[src/rtl/pid_pkg.sv]
`default_nettype none
// ============================================================================
// pid_pkg -- shared widths, PWM state type and magnitude helper
// Rev 1.0
// ============================================================================
package pid_pkg;

    localparam int DUTY_W = 5;
    localparam int U_W    = 6;

    typedef enum logic [1:0] {
        IDLE = 2'd0,
        RUN  = 2'd1,
        DEAD = 2'd2
    } pwm_state_t;

    // |u| for a two's complement word; the single value with no positive
    // counterpart (-32) saturates to the largest duty.
    function automatic logic [DUTY_W-1:0] sat_mag(input logic [U_W-1:0] u);
        logic [U_W-1:0] neg;
        neg = ~u + U_W'(1);
        if (!u[U_W-1]) begin
            return u[DUTY_W-1:0];
        end else if (neg[U_W-1]) begin
            return '1;
        end else begin
            return neg[DUTY_W-1:0];
        end
    endfunction

endpackage
`default_nettype wire

[src/rtl/pid_pwm_driver_if.sv]
`default_nettype none
// ============================================================================
// pid_pwm_driver_if -- control word input and sign/magnitude PWM outputs
// Rev 1.0
// ============================================================================
interface pid_pwm_driver_if;
    import pid_pkg::*;

    logic              ena;
    logic [U_W-1:0]    u;
    logic              u_valid;
    logic              pwm;
    logic              dir;
    logic [DUTY_W-1:0] duty;
    logic              period_start;

    modport master (
        output ena, u, u_valid,
        input  pwm, dir, duty, period_start
    );

    modport slave (
        input  ena, u, u_valid,
        output pwm, dir, duty, period_start
    );

endinterface
`default_nettype wire

[src/rtl/tick_gen.sv]
`default_nettype none
// ============================================================================
// tick_gen -- free-running prescaler, one tick every PRESCALE clocks
// Rev 1.0
// ============================================================================
module tick_gen #(
    parameter int PRESCALE = 1
) (
    input  wire logic clk,
    input  wire logic rst,
    input  wire logic clr_i,
    output logic      tick_o
);

    localparam int              PRE_W     = (PRESCALE > 1) ? $clog2(PRESCALE) : 1;
    localparam logic [PRE_W-1:0] c_PRE_MAX = PRE_W'(PRESCALE - 1);

    logic [PRE_W-1:0] pre_q;
    logic [PRE_W-1:0] pre_d;

    always_comb begin
        pre_d = pre_q;
        if (clr_i || (pre_q == c_PRE_MAX)) begin
            pre_d = '0;
        end else begin
            pre_d = pre_q + PRE_W'(1);
        end
    end

    assign tick_o = !clr_i && (pre_q == c_PRE_MAX);

    always_ff @(posedge clk or posedge rst) begin
        if (rst) begin
            pre_q <= '0;
        end else begin
            pre_q <= pre_d;
        end
    end

endmodule
`default_nettype wire

[src/rtl/pid_pwm_driver.sv]
`default_nettype none
// ============================================================================
// pid_pwm_driver -- double-buffered sign/magnitude PWM with reversal dead time
// Rev 1.0
// ============================================================================
module pid_pwm_driver
    import pid_pkg::*;
#(
    parameter int PRESCALE = 1,
    parameter int DEAD_T   = 2,
    parameter int DEADBAND = 1
) (
    input  wire logic         clk,
    input  wire logic         rst,
    pid_pwm_driver_if.slave   bus
);

    localparam logic [DUTY_W-1:0] c_DEADBAND  = DUTY_W'(DEADBAND);
    localparam logic [DUTY_W-1:0] c_DEAD_LAST = DUTY_W'(DEAD_T - 1);

    pwm_state_t        state_q,    state_d;
    logic [DUTY_W-1:0] cnt_q,      cnt_d;
    logic [DUTY_W-1:0] duty_q,     duty_d;
    logic              dir_q,      dir_d;
    logic [U_W-1:0]    pend_q,     pend_d;
    logic [DUTY_W-1:0] lat_mag_q,  lat_mag_d;
    logic              lat_sign_q, lat_sign_d;
    logic              ps_q,       ps_d;

    logic              w_tick;
    logic              w_pre_clr;
    logic              w_load;
    logic [DUTY_W-1:0] w_mag_raw;
    logic [DUTY_W-1:0] w_mag;
    logic              w_sign;

    assign w_pre_clr = (state_q == IDLE) || !bus.ena;

    tick_gen #(
        .PRESCALE (PRESCALE)
    ) u_tick_gen (
        .clk    (clk),
        .rst    (rst),
        .clr_i  (w_pre_clr),
        .tick_o (w_tick)
    );

    assign w_mag_raw = sat_mag(pend_q);
    assign w_mag     = (w_mag_raw <= c_DEADBAND) ? '0 : w_mag_raw;
    assign w_sign    = pend_q[U_W-1];

    always_comb begin
        state_d    = state_q;
        cnt_d      = cnt_q;
        duty_d     = duty_q;
        dir_d      = dir_q;
        pend_d     = pend_q;
        lat_mag_d  = lat_mag_q;
        lat_sign_d = lat_sign_q;
        ps_d       = 1'b0;
        w_load     = 1'b0;

        if (bus.ena && bus.u_valid) begin
            pend_d = bus.u;
        end

        if (!bus.ena) begin
            state_d = IDLE;
            cnt_d   = '0;
        end else begin
            unique case (state_q)
                IDLE: begin
                    w_load = 1'b1;
                end
                RUN: begin
                    if (w_tick) begin
                        if (cnt_q == '1) begin
                            w_load = 1'b1;
                        end else begin
                            cnt_d = cnt_q + DUTY_W'(1);
                        end
                    end
                end
                DEAD: begin
                    if (w_tick) begin
                        if (cnt_q == c_DEAD_LAST) begin
                            state_d = RUN;
                            cnt_d   = '0;
                            duty_d  = lat_mag_q;
                            dir_d   = lat_sign_q;
                            ps_d    = 1'b1;
                        end else begin
                            cnt_d = cnt_q + DUTY_W'(1);
                        end
                    end
                end
                default: begin
                    state_d = IDLE;
                    cnt_d   = '0;
                end
            endcase
        end

        // Boundary load: a nonzero opposite-sign request must pass through DEAD
        // so both bridge legs are off before the direction flips.
        if (w_load) begin
            cnt_d = '0;
            if ((w_mag != '0) && (w_sign != dir_q)) begin
                state_d    = DEAD;
                duty_d     = '0;
                lat_mag_d  = w_mag;
                lat_sign_d = w_sign;
            end else begin
                state_d = RUN;
                duty_d  = w_mag;
                ps_d    = 1'b1;
                if (w_mag != '0) begin
                    dir_d = w_sign;
                end
            end
        end
    end

    always_ff @(posedge clk or posedge rst) begin
        if (rst) begin
            state_q    <= IDLE;
            cnt_q      <= '0;
            duty_q     <= '0;
            dir_q      <= 1'b0;
            pend_q     <= '0;
            lat_mag_q  <= '0;
            lat_sign_q <= 1'b0;
            ps_q       <= 1'b0;
        end else begin
            state_q    <= state_d;
            cnt_q      <= cnt_d;
            duty_q     <= duty_d;
            dir_q      <= dir_d;
            pend_q     <= pend_d;
            lat_mag_q  <= lat_mag_d;
            lat_sign_q <= lat_sign_d;
            ps_q       <= ps_d;
        end
    end

    assign bus.pwm          = (state_q == RUN) && (cnt_q < duty_q);
    assign bus.dir          = dir_q;
    assign bus.duty         = duty_q;
    assign bus.period_start = ps_q;

endmodule
`default_nettype wire

[src/flat_wrapper.sv]
// flat-port wrapper written by rule: the top's interface ports become plain ports
module pid_pwm_driver_flat import pid_pkg::*;
#(
    parameter int PRESCALE = 1,
    parameter int DEAD_T   = 2,
    parameter int DEADBAND = 1
)
  (clk, rst, bus_ena, bus_u, bus_u_valid, bus_pwm, bus_dir, bus_duty, bus_period_start);
  pid_pwm_driver_if bus_i ();
  input  wire logic clk;
  input  wire logic rst;
  input wire logic [$bits(bus_i.ena)-1:0] bus_ena;
  input wire logic [$bits(bus_i.u)-1:0] bus_u;
  input wire logic [$bits(bus_i.u_valid)-1:0] bus_u_valid;
  output wire logic [$bits(bus_i.pwm)-1:0] bus_pwm;
  output wire logic [$bits(bus_i.dir)-1:0] bus_dir;
  output wire logic [$bits(bus_i.duty)-1:0] bus_duty;
  output wire logic [$bits(bus_i.period_start)-1:0] bus_period_start;
  assign bus_i.ena = bus_ena;
  assign bus_i.u = bus_u;
  assign bus_i.u_valid = bus_u_valid;
  assign bus_pwm = bus_i.pwm;
  assign bus_dir = bus_i.dir;
  assign bus_duty = bus_i.duty;
  assign bus_period_start = bus_i.period_start;
  pid_pwm_driver #(.PRESCALE(PRESCALE), .DEAD_T(DEAD_T), .DEADBAND(DEADBAND)) u_core (.clk(clk), .rst(rst), .bus(bus_i));
endmodule
[config.mk]
export PLATFORM = sky130hd
export DESIGN_NAME = pid_pwm_driver_flat
export DESIGN_NICKNAME = d
export VERILOG_FILES = /design/src/rtl/pid_pkg.sv /design/src/rtl/pid_pwm_driver_if.sv /design/src/rtl/tick_gen.sv /design/src/rtl/pid_pwm_driver.sv /design/src/flat_wrapper.sv
export SDC_FILE = /design/constraint.sdc
export NUM_CORES = 1
export LEC_CHECK = 0
export BUFFER_PORTS_ARGS = -buffer_cell sky130_fd_sc_hd__buf_4
export CORE_UTILIZATION = 55
export CTS_CLUSTER_DIAMETER = 120
export DETAILED_ROUTE_END_ITERATION = 10
export PLACE_DENSITY_LB_ADDON = 0.25
export SLEW_MARGIN = 20
export SYNTH_ARGS = -nofsm -noshare
export SYNTH_HDL_FRONTEND = slang
export SYNTH_HIERARCHICAL = 1
export SYNTH_SLANG_ARGS = --single-unit
export TNS_END_PERCENT = 100
[constraint.sdc]
create_clock -name clk -period 2.7 [get_ports clk]
set_input_delay 0.135 -clock clk [delete_from_list [all_inputs] [get_ports clk]]
set_output_delay 0.135 -clock clk [all_outputs]
set_load 0.02 [all_outputs]
==> flow_summary.ini, run 1 <==
[global_route]
grt_max_degree = 27
grt_pass1_vias = 1218
grt_pass1_wl_um = 5350
grt_overflow = 0
grt_usage_pct = 21.4
antenna_found_initial = 0

[timing]
hold_viol = 0
fin_crit_ns = 2.52
tns_ns = 0
layout_setup_ws_ns = 0.184
max_clock_freq_ghz = 0.397
finalMaxSlewViolations = 0
finalSetupViolations = 0
fin_skew_ns = 0.00214
rsz0062_at_grt = no
relSlewSlack_pct = 36.0
timing.final.crit_share_pct = 93.2
tightest_slew_ns = 0.960

[synth]
yosysWarnings = 6
syn_nets = 184
yosys.cell_count.top_type = dfrtp_1
synth_cell_type_count = 49
syn-mean-instance-area_um2 = 10.2
synth.top_cells.by_count = 27 x dfrtp_1, 17 x inv_1, 13 x nor2_1, 11 x ha_1, 9 x nand2_1
synth_largest_area_cell = dfrtp_1
netlist_area_mm2 = 0.00166
synth.area.top_cells = dfrtp_1 41%, ha_1 8.3%, mux2_2 5.4%
async_flop_share_pct = 100
synth_edf_count = 0
syn-instance-count = 163
yosysTopAreaCellShare_pct = 40.7
synth_ff_type = dfrtp_1
yosysSeqAreaShare_pct = 40.7
synth-seq-cells = 27

[route]
drt_first_pass_iters = 7
ant_nets = 0
drt_iter0_drc = 46
wl_um = 3190
route.detailed.drc = 2
routed_via_density = 5.82
via_count = 1246
wl_per_cell_um = 14.9

[setup_path]
endpoint_kind = register
slowest_delay_ns = 0.39
ff2ff_setup_slack_ns = 0.18
cp_max_fo = 8
cp_slowest_cell = dfrtp_1
critPathLaunchType = register
rr_endpoint = u_core/lat_mag_q[0]
worst_ep_required_time_ns = 2.96
reg2reg_from = u_core/state_q[0]
crit_arrival_ns = 2.77
crit_type = reg2reg
reg2reg_depth = 10
path_cells = inv_1, ha_1, nand2b_1, nor2_2, a31o_2, and2_1, or2b_2, a21oi_4, buf_4, mux2i_1

[power]
p_per_area_mw_per_mm2 = 746
max-vdd-ir-drop_mv = 0.348
power.leakage_nw = 0.861

[floorplan]
die_area_mm2 = 0.00325
die_h_um = 57.0
pin_count = 18
core_mm2 = 0.00281
die_w_um = 57.0
rows = 19
initial_core_util_pct = 59.2

[cts]
clock-root-buffer = clkbuf_4
clockBufferDepth = 2
cts_made_buffers = 3
cts_sinks = 27
clk_latency_ns = 0.32
cts_tree = built
cts_setup_buffers = 0
htreeDepth = 1
path_clk_slew_ns = 0.14

[cells_and_area]
multi_input_area_um2 = 898
fin_nets = 205
n_fill_cell = 232
area_delta_synth_final_pct = 11.2
diodes = 0
drive_gt1_share_pct = 24.0
regArea_um2 = 676
final_cells = 214

[min_path]
hp-start = bus_u[2]
whs_path_depth = 2
hp-class = in2reg
hold_path_end = u_core/pend_q[2]

[placed_design]
gp_congestion = 0.759
place.port_buffers = 17
dpl.cell_count = 209
pre_cts_slack_ns = 0.177
hpwl_um = 2420

[status]
failed_checks = DRC
status = complete, but fails checks

[run]
maxCapViolCount = 0
-- cell type report --
class / count / share of cell area [%]
Timing Repair Buffer: 19 / 7.85
Tap cell: 31 / 2.10
Inverter: 17 / 3.45
Multi-Input combinational cell: 116 / 48.6
Clock buffer: 4 / 1.42
Sequential cell: 27 / 36.6
-- metal layers --
layer / track usage (%) / vias up / routed length [um] / share of wire, %
met1: 26.7 / 606 / 1440 / 45
met2: 38.0 / 21 / 1640 / 51
li1: - / 614 / - / -
met5: 0 / - / 0 / 0
met3: 2.95 / 5 / 78 / 2.4
met4: 7.67 / 0 / 37 / 1.2
-- worst max-delay path by stage --
stage | slack, ns | cells after the start | to | start
after floorplan | 0.25 | 10 | u_core/lat_mag_q[2] | u_core/state_q[0]
after global placement | 0.27 | 9 | u_core/lat_mag_q[2] | u_core/state_q[0]
after detailed placement | 0.18 | 10 | u_core/lat_mag_q[0] | u_core/state_q[0]
after CTS | 0.12 | 10 | u_core/lat_mag_q[0] | u_core/state_q[0]
after global routing | 0.02 | 10 | u_core/lat_mag_q[0] | u_core/state_q[0]
final | 0.18 | 10 | u_core/lat_mag_q[0] | u_core/state_q[0]
-- per-stage QoR --
stage | total power, mW | hold slack, ns | cell area, um2 | utilization, %
after floorplan | 1.03 | -0.136 | 1660 | -
after global placement | 1.18 | -0.0136 | 1810 | 64.5
after detailed placement | 1.21 | -0.0105 | 1810 | 64.5
after CTS | 1.38 | 0.0262 | 1850 | 65.8
after global routing | 1.47 | 0.0103 | 1850 | 65.9
final | 1.38 | 0.0324 | 1850 | 65.9
-- layout by cell type (no fill, tap or decap), drive strengths merged, types with 2 or more instances in the layout --
master / count
a211o: 2
a21o: 5
a21oi: 8
a31o: 2
and2b: 2
and3: 2
buf: 18
clkbuf: 4
dfrtp: 27
ha: 11
inv: 17
mux2: 9
mux2i: 7
nand2: 9
nand2b: 3
nand3: 4
nor2: 14
nor2b: 2
nor3: 2
o21ai: 7
o22ai: 5
or2b: 2
xnor2: 4
-- critical path, delay by kind of cell (launching register included) --
| family | cells | cell delay [ns] |
|---|---|---|
| AND/OR/NAND/NOR | 4 | 1.07 |
| flip-flops | 1 | 0.39 |
| AO/OA/AOI/OAI | 2 | 0.35 |
| buffers and inverters | 2 | 0.24 |
| adder cells (fa/ha/maj) | 1 | 0.20 |
| multiplexers | 1 | 0.18 |
-- sequential cells by signal, summed over array words and instances (netlist names) --
name / cells
u_core/pend_q: 6
u_core/bus.duty: 5
u_core/cnt_q: 5
u_core/lat_mag_q: 5
u_core/state_q: 2
u_core/bus.dir: 1
u_core/bus.period_start: 1
u_core/lat_sign_q: 1
u_core/u_tick_gen/pre_q: 1
-- what timing repair did --
action	CTS	global route
hold buffers	1	0
setup endpoints to repair	0	3
hold endpoints to repair	1	0
gates resized for setup	0	1
-- power by group --
| part | internal (mW) | switching (mW) | total (mW) | leakage [nW] |
|---|---|---|---|---|
| clock | 0.0579 | 0.117 | 0.174 | 0.0150 |
| sequential | 0.505 | 0.0914 | 0.596 | 0.338 |
| combinational | 0.280 | 0.327 | 0.607 | 0.508 |
-- logic make-up after synthesis --
group	count (synthesis)	share of synthesized area [%]
flip-flops	27	40.7
AO/OA/AOI/OAI	38	17.0
XOR/XNOR	5	2.64
other	1	0.226
buffers and inverters	20	5.42
multiplexers	16	10.5
AND/OR/NAND/NOR	45	15.2
adder cells (fa/ha/maj)	11	8.28
Power figures use the tool's default switching activity.
==> inputs of run 2 (changes only) <==
--- a/config.mk
+++ b/config.mk
@@ -9,7 +9,7 @@
 export CORE_UTILIZATION = 55
 export CTS_CLUSTER_DIAMETER = 120
 export DETAILED_ROUTE_END_ITERATION = 10
-export PLACE_DENSITY_LB_ADDON = 0.25
+export PLACE_DENSITY_LB_ADDON = 0.1
 export SLEW_MARGIN = 20
 export SYNTH_ARGS = -nofsm -noshare
 export SYNTH_HDL_FRONTEND = slang
==> run 2 against run 1 <==
  * Clock skew is 0.0075 ns higher
  * Fmax up 1.7%
  * Total power up 1.3%
  * Sequential share of layout area shrank 0.56 points
  * Combinational power about the same
  * Sequential power about the same
  * The run now ends clean
  * Register-to-register slack better by 0.04 ns
  * Wire length increased by 2.7%
  * Core utilization increased by 1.0 points
  * Highest routed layer unchanged
  * First-iteration DRC count is 8.7% higher
  * Non-clock buffer count rose by 3
  * Clock power rose by 9%
==> flow_summary.ini, run 2 (synthesis results as in run 1) <==
[status]
status = finished, final reports clean

[setup_path]
critPathBufInv = 1
endpoint_kind = register
worst_ep_required_time_ns = 2.94
path_cells = inv_1, ha_1, nand2b_1, nor2_1, nand3_1, nor2_4, mux2_2, o22a_1, o221a_2
critPathLaunchType = register
cp_slowest_cell = dfrtp_1
crit_arrival_ns = 2.71
slowest_delay_ns = 0.40
cp_max_fo = 6
crit_type = reg2reg
critical_path.top_delay_family = simple AND/OR/NAND/NOR gates

[power]
max-vdd-ir-drop_mv = 0.429
seqPwrFrac_pct = 42.8
clockPowerShare_pct = 13.5
p_comb_share_pct = 43.7
power.leakage_nw = 0.872
p_per_area_mw_per_mm2 = 744
p_sw_uw = 547
power.share.switching_pct = 39.2
p_int_uw = 849

[cts]
post_cts_resized = 0
cts_tree = built
clock-root-buffer = clkbuf_4
cts_sinks = 27
path_clk_slew_ns = 0.16
clockBufferDepth = 2
cts_made_buffers = 3
htreeDepth = 1
clk_latency_ns = 0.34

[route]
wl_um = 3280
drt_iter0_drc = 50
via_count = 1274
routed_via_density = 5.87
wl_per_cell_um = 15.1
drt_first_pass_iters = 4
route.detailed.drc = 0
ant_nets = 0

[floorplan]
die_w_um = 57.0
pin_count = 18
rows = 19
core_mm2 = 0.00281
die_h_um = 57.0
die_area_mm2 = 0.00325
initial_core_util_pct = 59.2

[cells_and_area]
fin_nets = 208
largest-register = u_core/pend_q
most-common-layout-cells = 27 x dfrtp_1, 19 x buf_4, 16 x inv_1
layout_commonest_cell = dfrtp_1
largest_reg_flops = 6
diodes = 0
area_delta_synth_final_pct = 13.0
final_cells = 217
drive_gt1_share_pct = 24.7

[timing]
tns_ns = 0
tightest_slew_ns = 0.546
timing.final.crit_share_pct = 91.6
finalMaxSlewViolations = 0
hold_viol = 0
fin_skew_ns = 0.00961
fin_crit_ns = 2.47
finalSetupViolations = 0
rsz0062_at_grt = no
max_clock_freq_ghz = 0.404
relSlewSlack_pct = 63.6

[global_route]
grt_usage_pct = 21.4
antenna_found_initial = 0
grt_overflow = 0
grt_max_degree = 27
grt_pass1_vias = 1283
grt_pass1_wl_um = 5400

[run]
maxCapViolCount = 0

[min_path]
hp-class = in2reg

[placed_design]
gp_congestion = 0.757
place.port_buffers = 17
hpwl_um = 2400
dpl.cell_count = 210
==> run 2: final timing paths <==
path	from	end	slack, ns	cells after the start
setup / recovery	u_core/state_q[0]	u_core/bus.dir	0.23	9
hold / removal	bus_u[2]	u_core/pend_q[2]	0.01	2
setup reg to reg	u_core/state_q[0]	u_core/bus.dir	0.23	9
hold reg to reg	u_core/lat_mag_q[1]	u_core/lat_mag_q[1]	0.53	2
max in group asynchronous	rst	u_core/state_q[1]	1.94	3
min in group asynchronous	rst	u_core/u_tick_gen/pre_q	0.18	3
==> run 2: layout make-up <==
class | count | area [um2]
clock inverter | 1 | 7.51
clock buffer | 3 | 22.5
sequential | 27 | 676
multi-input combinational | 116 | 896
timing repair buffer | 22 | 173
inverter | 17 | 63.8
tap | 31 | 38.8
fill | 235 | 928
==> run 2: power by group through the flow <==
stage | Sequential [mW] | Combinational (mW) | Clock [mW]
5_1_grt | 0.612 | 0.667 | 0.203
3_3_place_gp | 0.602 | 0.586 | 0
6_report | 0.597 | 0.610 | 0.189
2_1_floorplan | 0.622 | 0.406 | 0
3_5_place_dp | 0.606 | 0.601 | 0
4_1_cts | 0.598 | 0.608 | 0.191
==> run 2: metrics by stage <==
| step | worst slack [ns] | utilization (%) | hold slack [ns] | power, mW | cell area (um2) |
|---|---|---|---|---|---|
| detailed placement | 0.289 | 64.8 | -0.0126 | 1.21 | 1820 |
| global route | 0.100 | 66.9 | 0.00158 | 1.48 | 1880 |
| CTS | 0.268 | 66.2 | 0.00577 | 1.40 | 1860 |
| floorplan | 0.254 | - | -0.136 | 1.03 | 1660 |
| global placement | 0.392 | 64.8 | -0.0150 | 1.19 | 1820 |
| finish | 0.227 | 66.9 | 0.0122 | 1.40 | 1880 |
==> run 2: metal layers <==
layer  GRT usage, %  vias to the layer above  wire length (um)
met4           8.36                        0                56
met5              0                        -                 0
met2           40.5                       30              1700
li1               -                      622                 -
met1           24.4                      615              1400
met3           2.49                        7               123
==> run 2: timing repair <==
action,CTS,global route
hold endpoints to repair,1,2
buffers inserted,0,0
hold buffers,1,2
